`src/rtl/mem_stage_lsu.sv`:
```
// MEM-stage load/store unit: turns EX/MEM access requests into handshaked
// data-memory transactions, formats load data and stalls the pipeline meanwhile.
module mem_stage_lsu #(
   parameter int unsigned TIMEOUT_CYCLES = 255
) (
   input  logic        i_clk,
   input  logic        i_rst,
   input  logic        i_mem_rd_m,
   input  logic        i_mem_wr_m,
   input  logic [2:0]  i_f3_m,
   input  logic [31:0] i_alu_out_m,
   input  logic [31:0] i_wr_data_m,
   output logic [31:0] o_mem_out_m,
   output logic        o_stall,
   output logic        o_misaligned,
   output logic        o_bus_err,
   output logic        o_dmem_req,
   output logic        o_dmem_we,
   output logic [31:0] o_dmem_addr,
   output logic [31:0] o_dmem_wdata,
   output logic [3:0]  o_dmem_be,
   input  logic        i_dmem_ack,
   input  logic [31:0] i_dmem_rdata
);

   localparam logic [1:0] S_IDLE = 2'd0;
   localparam logic [1:0] S_BUSY = 2'd1;
   localparam logic [1:0] S_DONE = 2'd2;
   localparam logic [7:0] CNT_LAST = 8'(TIMEOUT_CYCLES - 1);

   logic [1:0]  state_q, state_d;
   logic [7:0]  cnt_q, cnt_d;
   logic        req_q, req_d;
   logic        we_q, we_d;
   logic        err_q, err_d;
   logic [31:0] addr_q, addr_d;
   logic [31:0] wdata_q, wdata_d;
   logic [31:0] mem_out_q, mem_out_d;
   logic [3:0]  be_q, be_d;
   logic [2:0]  f3_q, f3_d;
   logic [1:0]  off_q, off_d;

   logic        acc;
   logic        misaligned;
   logic [3:0]  st_be;
   logic [31:0] st_wdata;
   logic [31:0] load_data;
   logic [15:0] rd_half;
   logic [7:0]  rd_byte [4];

   genvar gi;
   generate
      for (gi = 0; gi < 4; gi++) begin : g_lane
         assign rd_byte[gi] = i_dmem_rdata[8*gi +: 8];
      end
   endgenerate

   always_comb begin
      acc        = i_mem_rd_m | i_mem_wr_m;
      misaligned = 1'b0;
      case (i_f3_m[1:0])
         2'b01:   misaligned = i_alu_out_m[0];
         2'b10:   misaligned = |i_alu_out_m[1:0];
         default: misaligned = 1'b0;
      endcase
      // Loads always fetch the whole word; stores steer data onto the addressed lanes
      st_be    = 4'b1111;
      st_wdata = i_wr_data_m;
      if (i_mem_wr_m) begin
         case (i_f3_m[1:0])
            2'b00: begin
               st_be    = 4'b0001 << i_alu_out_m[1:0];
               st_wdata = {4{i_wr_data_m[7:0]}};
            end
            2'b01: begin
               st_be    = i_alu_out_m[1] ? 4'b1100 : 4'b0011;
               st_wdata = {2{i_wr_data_m[15:0]}};
            end
            default: ;
         endcase
      end
   end

   always_comb begin
      rd_half = off_q[1] ? i_dmem_rdata[31:16] : i_dmem_rdata[15:0];
      case (f3_q)
         3'b000:  load_data = {{24{rd_byte[off_q][7]}}, rd_byte[off_q]};
         3'b001:  load_data = {{16{rd_half[15]}}, rd_half};
         3'b100:  load_data = {24'b0, rd_byte[off_q]};
         3'b101:  load_data = {16'b0, rd_half};
         default: load_data = i_dmem_rdata;
      endcase
   end

   always_comb begin
      state_d   = state_q;
      cnt_d     = cnt_q;
      req_d     = req_q;
      we_d      = we_q;
      err_d     = 1'b0;
      addr_d    = addr_q;
      wdata_d   = wdata_q;
      mem_out_d = mem_out_q;
      be_d      = be_q;
      f3_d      = f3_q;
      off_d     = off_q;
      case (state_q)
         S_IDLE: begin
            if (acc && !misaligned) begin
               addr_d  = {i_alu_out_m[31:2], 2'b00};
               off_d   = i_alu_out_m[1:0];
               be_d    = st_be;
               wdata_d = st_wdata;
               we_d    = i_mem_wr_m;
               f3_d    = i_f3_m;
               req_d   = 1'b1;
               cnt_d   = 8'd0;
               state_d = S_BUSY;
            end
         end
         S_BUSY: begin
            cnt_d = cnt_q + 8'd1;
            // A late ack coinciding with the last allowed cycle still completes normally
            if (i_dmem_ack) begin
               mem_out_d = we_q ? 32'd0 : load_data;
               req_d     = 1'b0;
               cnt_d     = 8'd0;
               state_d   = S_DONE;
            end else if (cnt_q == CNT_LAST) begin
               mem_out_d = 32'd0;
               err_d     = 1'b1;
               req_d     = 1'b0;
               cnt_d     = 8'd0;
               state_d   = S_DONE;
            end
         end
         S_DONE:  state_d = S_IDLE;
         default: state_d = S_IDLE;
      endcase
   end

   always_ff @(posedge i_clk or posedge i_rst) begin
      if (i_rst) begin
         state_q   <= S_IDLE;
         cnt_q     <= 8'd0;
         req_q     <= 1'b0;
         we_q      <= 1'b0;
         err_q     <= 1'b0;
         addr_q    <= 32'd0;
         wdata_q   <= 32'd0;
         mem_out_q <= 32'd0;
         be_q      <= 4'd0;
         f3_q      <= 3'd0;
         off_q     <= 2'd0;
      end else begin
         state_q   <= state_d;
         cnt_q     <= cnt_d;
         req_q     <= req_d;
         we_q      <= we_d;
         err_q     <= err_d;
         addr_q    <= addr_d;
         wdata_q   <= wdata_d;
         mem_out_q <= mem_out_d;
         be_q      <= be_d;
         f3_q      <= f3_d;
         off_q     <= off_d;
      end
   end

   assign o_misaligned = acc & misaligned;
   assign o_stall      = ((state_q == S_IDLE) & acc & ~misaligned) | (state_q == S_BUSY);
   assign o_mem_out_m  = mem_out_q;
   assign o_bus_err    = err_q;
   assign o_dmem_req   = req_q;
   assign o_dmem_we    = we_q;
   assign o_dmem_addr  = addr_q;
   assign o_dmem_wdata = wdata_q;
   assign o_dmem_be    = be_q;

endmodule

```
`config.mk`:
```
export PLATFORM = sky130hd
export DESIGN_NAME = mem_stage_lsu
export DESIGN_NICKNAME = d
export VERILOG_FILES = /design/src/rtl/mem_stage_lsu.sv
export SDC_FILE = /design/constraint.sdc
export NUM_CORES = 1
export LEC_CHECK = 0
export CORE_UTILIZATION = 40
export DETAILED_ROUTE_END_ITERATION = 10
export PLACE_DENSITY = 0.77
export SYNTH_ARGS = -nofsm -noshare
export SYNTH_HDL_FRONTEND = slang
export SYNTH_SLANG_ARGS = --single-unit
```
`constraint.sdc`:
```
create_clock -name i_clk -period 4.1 [get_ports i_clk]
set_clock_uncertainty 0.2 [all_clocks]
set_input_delay 1.025 -clock i_clk [delete_from_list [all_inputs] [get_ports i_clk]]
set_output_delay 1.025 -clock i_clk [all_outputs]
set_load 0.005 [all_outputs]
```
; Word-level counts from Yosys, hierarchy flattened
; Cells that the tools add are included.
[word_totals]
register_bits = 116
out_inout_bits = 105
wordCells = 72
[op_classes]
n_addsub = 1
magnitude_cmp = 1
n_eq_ne = 9
shift = 1
muxes = 29
bitwise = 7
reduce_logical = 13
[ops]
columns = cell, n
row1 = two-way mux 32 bit, 4
row2 = one-hot mux 32 bit (4 select lines), 1
row3 = one-hot mux 32 bit (2 select lines), 1
row4 = two-way mux 8 bit, 5
row5 = binary-select mux 8 bit (select 2 bit), 1
row6 = two-way mux 16 bit, 1
row7 = one-hot mux 8 bit (2 select lines), 1
row8 = "adder 8 x 1 -> 8 bit, second input constant", 1
row9 = "equality test 8 bit, second input constant", 1
row10 = two-way mux 4 bit, 2
row11 = one-hot mux 4 bit (2 select lines), 1
row12 = AND reduction 2 bit, 4
row13 = "equality test 3 bit, second input constant", 2
row14 = two-way mux 1 bit, 6
row15 = two-way mux 2 bit, 3
row16 = "equality test 2 x 1 -> 1 bit, second input constant", 2
row17 = zero test 2 bit, 2
row18 = one-hot mux 1 bit (2 select lines), 2
row19 = one-hot mux 2 bit (2 select lines), 1
row20 = nonzero test 2 bit, 2
row21 = "<< shifter 1 x 2 -> 4 bit, first input constant", 1
row22 = AND 1 bit, 3
row23 = "equality test 3 x 1 -> 1 bit, second input constant", 1
row24 = ">= comparator 3 bit, second input constant", 1
row25 = 11 further kinds, 12

; Logic depth before layout (Yosys ltp)
[depth]
depth_word = 7
ltp_mapped = 9
ltp_nobuf = 7

; Least setup slack after synthesis
; No wires, ideal clock.
[synth_timing]
path_kind = input port to output port
startpoint = input i_f3_m[0]
endpoint = output o_stall
arrival_time_ns = 1.968
required_time_ns = 2.875
setup_slack_ns = 0.907
stages = 7
path_cell_list = inv_1 -> ha_1 -> o211ai_1 -> nand4b_1 -> and2_1 -> clkbuf_1 -> inv_1
[synth_via]
elab_chain_len = 5
elab_cells_between_ends = 6
classes_between = eq/ne: 2 / mux: 1 / bitwise: 3
[synth_rtl]
columns = item, line
row1 = start: declaration, 10  ; input logic [2:0] i_f3_m,
row2 = equality test 2 bit / equality test 2 x 1 -> 1 bit (equally long branches), 61  ; case (i_f3_m[1:0])
row3 = one-hot mux 1 bit (2 select lines) (*), 61
row4 = NOT 1 bit (*), 171  ; assign o_stall = ((state_q == S_IDLE) & acc & ~misaligned) | (state_q == S_BUSY);
row5 = AND 1 bit (*), 171
row6 = bitwise OR 1 bit (*), 171
row7 = end: declaration, 14  ; output logic o_stall,
; Every way passes the cells marked *; elsewhere a longest branch is shown, timed or not.

; Worst setup path after layout
[layout_timing]
startpoint = input i_f3_m[1]
endpoint = output o_stall
; Same word-level chain as after synthesis.

==> run_results.csv <==
group,metric,value,unit
synth,ys_seq_area_share,54.7,%
sta,drv_slew,0,
clock_network,htree_levels,4,
power_and_ir_drop,powerDensity,719,nW/µm²
cells_and_area,num_antenna_cells,0,
worst_setup_path,worst-r2r-setup-slack,1.76,ns
grt,grt_pass1_vias,4841,
worst_setup_path,worstReg2RegEnd,"o_mem_out_m[30]",
cells_and_area,syn_to_final_growth,53.5,%
die,core-area,12800,µm²
die,top_level_ports,209,
die,row_count,41,
worst_setup_path,crit_required,2.87,ns
flow_run,drv_cap,0,
sta,rsz0062_at_grt,"false",
cells_and_area,fin_util,63.8,%
place,hpwl,11.3,mm
grt,grt_antenna_before_repair,0,
synth,yosysWarnings,0,
clock_network,clock_path_buffers,2,
synth,avgSynthCellArea,9.80,µm²
worst_setup_path,crit_arrival,2.70,ns
place,place_area,7560,µm²
drt,via_count,4945,
outcome,outcome,"complete, no violations",
place,gp_congestion,0.843,
worst_setup_path,crit_type,"in2out",
drt,routedWlPerCell,17.1,µm
drt,drcViolationCount,0,
sta,period_share,95.8,%
sta,max_freq,255,MHz
synth,async_flop_share,100,%
die,die_y,117,µm
power_and_ir_drop,max-vdd-ir-drop,0.000377,V
cells_and_area,fillers,1014,
synth,syn_area,5310,µm²
sta,slew_headroom,44.9,%
die,initial_utilization,41.6,%
worst_setup_path,crit_fanout,2,
grt,grt-ovfl-total,0,
synth,synth_ff_type,"dfrtp_1",
worst_setup_path,timing.rr.start,"cnt_q[0]",
sta,tightest_slew,0.826,ns
place,dp_cells,899,
worst_setup_path,cp-end-kind,"primary output",
clock_network,tritoncts,"yes",
cells_and_area,final_nets,856,
sta,setup_violations,0,
clock_network,postCtsHoldBufs,0,
die,die_area,13700,µm²
sta,period_needed,3.93,ns
clock_network,cts_buffers,17,
synth,ys_types,49,
hold_path,hold_path_class,"reg2reg",
worst_setup_path,r2r_cells,7,
hold_path,hold_path_depth,2,
cells_and_area,final_cells,931,
drt,firstDrtPassIters,4,
clock_network,cts_root_buf,"clkbuf_16",
synth,synth_edf_count,0,
hold_path,hold_end,"o_dmem_wdata[6]",
drt,vias_per_cell,5.31,
power_and_ir_drop,cellLeakagePower,3.68,nW
clock_network,clk_pin_slew,0.05,ns
synth,ys_seq_elements,116,
grt,track_usage,23.8,%
die,die_w,117,µm
drt,drt-initial-drc-count,304,
hold_path,hp-start,"o_dmem_wdata[6]",
clock_network,clock_sinks,116,
grt,grt_max_degree,117,
drt,wl,15.9,mm
drt,route.antenna.remaining_nets,0,
cells_and_area,drive_above_1_share,7.77,%
sta,hold_viol_final,0,
grt,grt_pass1_wl,24.6,mm
cells_and_area,final_cell_area,8150,µm²
worst_setup_path,critPathLaunchType,"input port",
synth,synth_cells,542,
clock_network,clkLatencyLatePin,0.41,ns
place,io_buffers,206,
-- cells in the mapped netlist (2+ instances only) --
library cell | count | area share [%]
nand2_1 | 147 | 10
dfrtp_1 | 116 | 55
nor2_1 | 37 | 2.6
o21ai_0 | 32 | 3.0
a221oi_1 | 17 | 2.8
clkbuf_1 | 17 | 1.2
mux2i_1 | 17 | 3.2
a221o_1 | 16 | 3.0
inv_1 | 15 | 1.1
o221ai_1 | 14 | 2.3
a22o_1 | 11 | 1.8
buf_2 | 7 | 0.66
nor2b_1 | 7 | 0.82
o31ai_1 | 7 | 0.99
and3_1 | 6 | 0.71
buf_1 | 6 | 0.42
nand2b_1 | 6 | 0.71
nand3_1 | 6 | 0.57
nor3_1 | 6 | 0.57
a21oi_1 | 5 | 0.47
ha_1 | 5 | 1.2
a211o_1 | 4 | 0.66
buf_4 | 4 | 0.57
a21o_1 | 3 | 0.42
inv_2 | 3 | 0.21
a31oi_1 | 2 | 0.24
buf_6 | 2 | 0.42
mux2_2 | 2 | 0.42
nor3b_1 | 2 | 0.28
-- area by class of cell --
| cell class | count | area [µm²] | share of cell area (%) |
|---|---|---|---|
| clock inverter | 4 | 70.1 | 0.860 |
| clock buffer | 27 | 503 | 6.17 |
| multi-input combinational | 373 | 2190 | 26.9 |
| inverter | 18 | 71.3 | 0.875 |
| tap | 172 | 215 | 2.64 |
| timing repair buffer | 221 | 2200 | 27.0 |
| sequential | 116 | 2900 | 35.6 |
-- worst max-delay path: stages --
cell             delay [ns]
dlygate4sd2_1          0.26
buf_4                  0.14
ha_2                   0.17
o211ai_1               0.22
nand4b_1               0.16
and2_4                 0.17
inv_1                  0.06
clkdlybuf4s50_1        0.50
-- power by group --
group	leakage (nW)	switching (W)	internal (W)
combinational	1.96	0.00106	0.00135
sequential	1.44	0.000356	0.00165
clock	0.281	0.000497	0.000954
-- metrics by stage --
| step | hold slack [ns] | setup TNS, ns | setup slack [ns] | power [W] |
|---|---|---|---|---|
| floorplan | 0.270 | 0 | 0.907 | 0.00304 |
| global placement | 0.256 | 0 | 0.00114 | 0.00432 |
| detailed placement | 0.262 | -0.0621 | -0.0621 | 0.00441 |
| CTS | 0.275 | 0 | 0.186 | 0.00590 |
| global route | 0.292 | 0 | 0.0983 | 0.00624 |
| finish | 0.271 | 0 | 0.173 | 0.00586 |
-- cell families (layout without fill, tap and decap cells) --
family                   count (synthesis)  count (layout)  synth area share, %
XOR/XNOR                                 1               1                0.165
adder cells (fa/ha/maj)                  5               5                 1.18
buffers and inverters                   54             270                 4.55
multiplexers                            20              20                 4.05
AND/OR/NAND/NOR                        225             225                 18.2
AO/OA/AOI/OAI                          120             120                 17.2
other                                    1               2               0.0706
flip-flops                             116             116                 54.7
-- layout by cell type (no fill, tap or decap), types with 3 or more instances in the layout --
cell / Yosys / layout
nor3_1: 6 / 6
clkbuf_16: 0 / 17
nor2b_1: 7 / 7
a21oi_1: 5 / 5
o21ai_0: 32 / 31
ha_1: 5 / 3
clkbuf_8: 0 / 4
inv_2: 3 / 4
nand2b_1: 6 / 6
a221o_1: 16 / 16
buf_4: 4 / 13
nand2_1: 147 / 147
and3_1: 6 / 6
mux2i_1: 17 / 17
inv_1: 15 / 13
a221oi_1: 17 / 17
clkbuf_1: 17 / 6
dfrtp_1: 116 / 116
o31ai_1: 7 / 7
a22o_1: 11 / 11
clkdlybuf4s50_1: 0 / 204
a21o_1: 3 / 3
a211o_1: 4 / 4
nor2_1: 37 / 37
nand3_1: 6 / 6
o221ai_1: 14 / 14
-- state kept, by name, indices dropped and copies added, names as in the netlist, 2 cells and up --
signal        flops
cnt_q             8
f3_q              3
state_q           2
off_q             2
o_dmem_be         4
o_dmem_wdata     32
o_mem_out_m      32
o_dmem_addr      30
-- how the worst max path moves through the flow --
| stage | start | slack (ns) | end |
|---|---|---|---|
| 2_1_floorplan | i_f3_m[0] | 0.91 | o_stall |
| 3_3_place_gp | i_f3_m[1] | 0.001 | o_stall |
| 3_5_place_dp | i_f3_m[1] | -0.06 | o_stall |
| 4_1_cts | i_f3_m[1] | 0.19 | o_stall |
| 5_1_grt | i_f3_m[1] | 0.1 | o_stall |
| 6_report | i_f3_m[1] | 0.17 | o_stall |
-- per-layer routing --
layer,vias up,routed length (µm),global-route usage (%)
li1,2303,-,-
met4,0,548,12.2
met1,2400,6320,28.0
met3,40,1240,7.83
met5,-,0,0
met2,202,7770,38.9
-- what timing repair did --
item | 4_1_cts | 5_1_grt
resized for setup | 6 | 0
endpoints found under the setup margin | 1 | 0
buffers inserted | 1 | 0
Power figures use the tool's default switching activity.
